File: src/rtl/uart_rx32.sv
// uart_rx32: 8N1 receiver that assembles four bytes (MSB first on the wire)
// into a 32-bit word, with frame-error reporting and inter-byte timeout.
module uart_rx32 #(
    parameter int CLK_FREQ     = 50000000,
    parameter int BAUD         = 115200,
    parameter int TIMEOUT_BITS = 20
) (
    input  logic        clk,
    input  logic        rst,
    input  logic        rx,
    output logic [31:0] data,
    output logic        valid,
    output logic        busy,
    output logic        frame_err
);

    localparam int CLKS_PER_BIT = CLK_FREQ / BAUD;
    localparam int IDLE_MAX     = TIMEOUT_BITS * CLKS_PER_BIT;
    localparam int CNT_W        = (CLKS_PER_BIT > 1) ? $clog2(CLKS_PER_BIT) : 1;
    localparam int IDLE_W       = $clog2(IDLE_MAX + 1);

    localparam logic [CNT_W-1:0]  CNT_HALF  = CNT_W'(CLKS_PER_BIT / 2 - 1);
    localparam logic [CNT_W-1:0]  CNT_LAST  = CNT_W'(CLKS_PER_BIT - 1);
    localparam logic [IDLE_W-1:0] IDLE_LAST = IDLE_W'(IDLE_MAX);

    typedef enum logic [1:0] {
        S_IDLE  = 2'd0,
        S_START = 2'd1,
        S_DATA  = 2'd2,
        S_STOP  = 2'd3
    } state_t;

    state_t              state_q, state_d;
    logic                rx_meta_q, rx_s_q;
    logic [CNT_W-1:0]    cnt_q, cnt_d;
    logic [IDLE_W-1:0]   idle_q, idle_d;
    logic [2:0]          bit_idx_q, bit_idx_d;
    logic [1:0]          byte_idx_q, byte_idx_d;
    logic [7:0]          shift_q, shift_d;
    logic [23:0]         word_q, word_d;
    logic [31:0]         data_q, data_d;
    logic                valid_q, valid_d;
    logic                ferr_q, ferr_d;

    // Two-flop synchroniser for the asynchronous serial line; idles high.
    always_ff @(posedge clk or posedge rst) begin
        if (rst) begin
            rx_meta_q <= 1'b1;
            rx_s_q    <= 1'b1;
        end else begin
            rx_meta_q <= rx;
            rx_s_q    <= rx_meta_q;
        end
    end

    // State and datapath registers.
    always_ff @(posedge clk or posedge rst) begin
        if (rst) begin
            state_q    <= S_IDLE;
            cnt_q      <= '0;
            idle_q     <= '0;
            bit_idx_q  <= '0;
            byte_idx_q <= '0;
            shift_q    <= '0;
            word_q     <= '0;
            data_q     <= '0;
            valid_q    <= 1'b0;
            ferr_q     <= 1'b0;
        end else begin
            state_q    <= state_d;
            cnt_q      <= cnt_d;
            idle_q     <= idle_d;
            bit_idx_q  <= bit_idx_d;
            byte_idx_q <= byte_idx_d;
            shift_q    <= shift_d;
            word_q     <= word_d;
            data_q     <= data_d;
            valid_q    <= valid_d;
            ferr_q     <= ferr_d;
        end
    end

    // Next-state logic: bit timing, byte assembly, word completion, timeout.
    always_comb begin
        state_d    = state_q;
        cnt_d      = cnt_q;
        idle_d     = idle_q;
        bit_idx_d  = bit_idx_q;
        byte_idx_d = byte_idx_q;
        shift_d    = shift_q;
        word_d     = word_q;
        data_d     = data_q;
        valid_d    = 1'b0;
        ferr_d     = 1'b0;

        case (state_q)
            S_IDLE: begin
                if (!rx_s_q) begin
                    state_d = S_START;
                    cnt_d   = '0;
                    idle_d  = '0;
                end else if (byte_idx_q != 2'd0) begin
                    // A partial word that sits idle too long is dropped silently.
                    if (idle_q == IDLE_LAST) begin
                        byte_idx_d = 2'd0;
                        idle_d     = '0;
                    end else begin
                        idle_d = idle_q + 1'b1;
                    end
                end else begin
                    idle_d = '0;
                end
            end
            S_START: begin
                if (cnt_q == CNT_HALF) begin
                    cnt_d = '0;
                    if (!rx_s_q) begin
                        state_d   = S_DATA;
                        bit_idx_d = 3'd0;
                    end else begin
                        state_d = S_IDLE;
                    end
                end else begin
                    cnt_d = cnt_q + 1'b1;
                end
            end
            S_DATA: begin
                if (cnt_q == CNT_LAST) begin
                    cnt_d   = '0;
                    shift_d = {rx_s_q, shift_q[7:1]};
                    if (bit_idx_q == 3'd7) begin
                        state_d = S_STOP;
                    end else begin
                        bit_idx_d = bit_idx_q + 3'd1;
                    end
                end else begin
                    cnt_d = cnt_q + 1'b1;
                end
            end
            S_STOP: begin
                if (cnt_q == CNT_LAST) begin
                    cnt_d   = '0;
                    state_d = S_IDLE;
                    if (rx_s_q) begin
                        word_d     = {word_q[15:0], shift_q};
                        byte_idx_d = byte_idx_q + 2'd1;
                        if (byte_idx_q == 2'd3) begin
                            data_d  = {word_q, shift_q};
                            valid_d = 1'b1;
                        end
                    end else begin
                        ferr_d     = 1'b1;
                        byte_idx_d = 2'd0;
                    end
                end else begin
                    cnt_d = cnt_q + 1'b1;
                end
            end
            default: state_d = S_IDLE;
        endcase
    end

    assign data      = data_q;
    assign valid     = valid_q;
    assign frame_err = ferr_q;
    assign busy      = (state_q != S_IDLE);

endmodule
File: config.mk
export PLATFORM = sky130hd
export DESIGN_NAME = uart_rx32
export DESIGN_NICKNAME = d
export VERILOG_FILES = /design/src/rtl/uart_rx32.sv
export SDC_FILE = /design/constraint.sdc
export NUM_CORES = 1
export LEC_CHECK = 0
export BUFFER_PORTS_ARGS = -buffer_cell sky130_fd_sc_hd__buf_2
export CAP_MARGIN = 5
export CORE_MARGIN = 5
export CORE_UTILIZATION = 64
export CTS_CLUSTER_DIAMETER = 120
export DETAILED_ROUTE_END_ITERATION = 7
export GPL_TIMING_DRIVEN = 0
export PLACE_DENSITY = 0.85
export SYNTH_ARGS = -nofsm -noshare
export SYNTH_HDL_FRONTEND = slang
export SYNTH_SLANG_ARGS = --single-unit
File: constraint.sdc
create_clock -name clk -period 4.45 [get_ports clk]
set_input_delay 0.6675 -clock clk [delete_from_list [all_inputs] [get_ports clk]]
set_output_delay 0.6675 -clock clk [all_outputs]
set_load 0.005 [all_outputs]
# Word-level counts from Yosys, hierarchy flattened
# Index checks and enable logic that the tools add are counted.
# totals
register_bits	98
in_bits	3
out_inout_bits	35
word_cells	78
# classes
n_addsub	4
eq_ne	18
muxes	32
n_reduce_logical	12
# op_table
operator	n
$mux 14	3
$mux 9	3
$pmux 9 s3	1
$mux 2	11
$ne 2x2->1 const B	10
$reduce_and 5->1	3
$add 14x1->14 const B	1
$eq 14x14->1 const B	1
$mux 3	4
$add 9x1->9 const B	1
$eq 9x8->1 const B	1
$eq 9x9->1 const B	1
$pmux 2 s4	1
$reduce_bool 2->1	4
$mux 1	7
$eq 2x2->1 const B	3
$pmux 3 s2	1
$pmux 2 s2	1
$reduce_and 4->1	1
$add 3x1->3 const B	1
$eq 3x3->1 const B	1
$reduce_and 3->1	1
$add 2x1->2 const B	1
$eq 2x1->1 const B	1
other kinds (3)	3

# Depth between registers and ports, before layout
# logic_depth
ltp_word	5
depth_mapped	7
ltp_nobuf	6

# Worst setup path before layout
# OpenSTA, ideal clock, no wires.
# synth_timing
path_kind	register -> register
from	register cnt_q[1]
to	register data_q[19] (netlist: data[19])
setup_ns	0.125
t_arrival_ns	1.733
t_required_ns	4.325
path_slack_ns	2.593
path_stages_with_launch	8
path_buffers	1
period_less_slack_ns	1.857
path_cell_list	dfrtp_1 inv_1 ha_1 and4bb_2 nand2_2 nor3_4 buf_6 mux2_2
# synth_between
elab_chain_cells	2
# synth_rtl
element	line_no	source
start: declaration	35	logic [CNT_W-1:0] cnt_q, cnt_d;
start signal: assignment	71	cnt_q <= cnt_d;
$eq 9x9->1	141	if (cnt_q == CNT_LAST) begin
$reduce_and 4->1 (no source line)	--	
end signal: assignment	77	data_q <= data_d;
end: declaration	41	logic [31:0] data_q, data_d;
# No other way between the ends.
# A chain may end at the register's enable or synchronous reset.

==> qor.yml <==
ys_ff_latch: 98
holdWs_ns: 0.312
synth_seq_area_share: 0.561
crit_family: "buffers and inverters"
place_hpwl_microns: 5820
core_sq_um: 6720
cp.required_ns: 3.78
cts_tree: "done"
total_leakage_power_nw: 2.51
r2r_slack_ns: 2.32
crit_slowest_cell: "nor2_1"
synth-edff-count: 0
path_cells: "clkbuf_1, nor2_1, clkinv_1, buf_2"
async_flop_share: 1.00
fin_setup_tns_ns: 0
vias_per_cell: 6.01
status: "complete, no violations"
grt_pass1_wl_microns: 14500
end_kind: "primary output"
grt_max_degree: 65
slew_violations: 0
drt_wl_total_microns: 8360
clkLatencyLatePin_ns: 0.36
wl_met1_microns: 3590
relSlewSlack: 0.571
setup_violations: 0
yosysWarnings: 0
cts.sinks: 98
yosysMostFrequentCell: "dfrtp_1"
rows: 30
syn_nets: 362
io-pin-count: 38
fmax_ghz: 0.359
clk_pin_slew_ns: 0.10
track_usage: 0.214
drc: 0
cp.depth: 4
drtAntennaViolNets: 0
gr-total-overflow: 0
die_area_sq_um: 8590
fillCellCount: 430
cts.hold.buffers_added: 0
arrival_ns: 2.12
syn_to_final_growth_pct: 11.4
cp_max_fo: 10
cts_max_path_buffers: 2
num_vias: 2909
cts_setup_buffers: 0
antenna_found_initial: 0
ys_top_cells_by_area: "dfrtp_1 55%, mux2_2 16%, ha_1 2.6%, nand2_1 2.5%, nand3_1 1.9%"
num_antenna_cells: 0
highest_layer: "met4"
crit_buf_inv: 3
cts_root_buf: "clkbuf_8"
fin_crit_ns: 2.79
yosys.area.top_type: "dfrtp_1"
die_w_microns: 92.7
hold_viol: 0
synth_cell_types: 51
power_density_nw_per_um2: 298
grt_pass1_vias: 2893
nNetsFinal: 411
worstMarginPinSlew_ns: 0.643
skew_ns: 0.0127
rsz0062_at_grt: "no"
gp_congestion: 0.834
avgSynthCellArea_sq_um: 12.5
wl_per_cell_microns: 17.3
drt_first_iter_violations: 94
reg2reg_depth: 7
dr_wl_met3_microns: 379
dr.pass1.iters: 4
syn_area_sq_um: 4370
synth_top_area_frac: 0.549
route.met2.wl_microns: 4310
cts_resized: 0
numCtsBuffers: 9
critPathKind: "reg2out"
syn_inst: 350
synthTopCellsByCount: "96 x dfrtp_1, 61 x mux2_2, 29 x nand2_1"
start_util: 0.651
portBuffers: 37
slowest_delay_ns: 0.50
fin_crit_sh: 0.627
max-vdd-ir-drop_mv: 0.184
hold_path.class: "in2async"
maxCapViolations: 0
start_kind: "flip-flop"
synth_ff_type: "dfrtp_1"
cts_max_level: 3
layout-drive-gt1-share: 0.344
die_h_microns: 92.7
area by class of cell:
class	instances	area (sq um)	share of cell area
clock inverter	7	58.8	0.0121
tap	80	100	0.0205
buffer	15	96.3	0.0198
clock buffer	9	124	0.0254
timing repair buffer	38	213	0.0437
multi-input combinational	222	1770	0.362
sequential	98	2450	0.504
inverter	15	58.8	0.0121
per-stage QoR:
step / setup WS, ns / utilization / power, mW / area [sq um] / cells
after floorplan: 1.22 / - / 0.925 / 4370 / 350
after global placement: 0.178 / 0.693 / 0.931 / 4660 / 467
after CTS: 1.66 / 0.725 / 1.47 / 4870 / 484
final: 1.66 / 0.725 / 1.45 / 4870 / 484
after detailed placement: 2.05 / 0.698 / 0.934 / 4690 / 468
after global routing: 1.52 / 0.725 / 1.51 / 4870 / 484
logic make-up (layout without fill, tap and decap cells):
logic type / after synthesis / after routing / share of synthesized area
compound gates: 41 / 41 / 0.0641
xor+xnor: 4 / 4 / 0.00801
fa+ha+maj: 9 / 9 / 0.0258
buf+inv: 30 / 84 / 0.0349
flops: 98 / 98 / 0.561
mux: 69 / 69 / 0.176
simple gates: 99 / 99 / 0.130
final timing paths:
check	from	end
worst max register to register	cnt_q[1]	word_q[22]
min in group clk	rx_meta_q	rx_s_q
max in group asynchronous	rst	rx_meta_q
worst max-delay path	flip-flop	busy
worst min-delay path	rst	data[24]
worst min register to register	rx_meta_q	rx_s_q
layer usage:
layer | vias up | track usage
met5 | - | 0
met3 | 7 | 0.0479
met4 | 0 | 0.0537
met1 | 1467 | 0.285
met2 | 86 | 0.359
li1 | 1349 | -
flip-flops by register name, indices dropped and copies added (netlist names), named ones only:
signal / cells
data: 32
word_q: 24
idle_q: 14
cnt_q: 9
shift_q: 8
bit_idx_q: 3
byte_idx_q: 2
frame_err: 1
rx_meta_q: 1
rx_s_q: 1
state_q: 1
valid: 1
power breakdown:
group / leakage [nW] / total, mW / internal [mW] / switching [mW]
combinational: 1.07 / 0.0239 / 0.00478 / 0.0192
clock: 0.0921 / 0.535 / 0.212 / 0.323
sequential: 1.35 / 0.892 / 0.891 / 0.000173
total: 2.51 / 1.45 / 1.11 / 0.342
cell usage in the layout (no fill, tap or decap), types with 3 or more instances in the layout:
master / count
dfrtp_1: 96
mux2_2: 61
buf_2: 41
nand2_1: 29
nand3_1: 17
inv_1: 13
a31oi_1: 11
ha_1: 9
clkbuf_8: 9
nor2_1: 8
o22ai_1: 8
o21ai_0: 6
nand4_1: 5
mux2i_1: 5
clkbuf_1: 4
and4_1: 4
nor3b_1: 4
and2_1: 4
nor3_1: 4
buf_4: 3
nor2b_1: 3
buf_6: 3
nand3b_1: 3
a41oi_1: 3
a21oi_1: 3
mux2_1: 3
(Power assumes the default switching activity.)
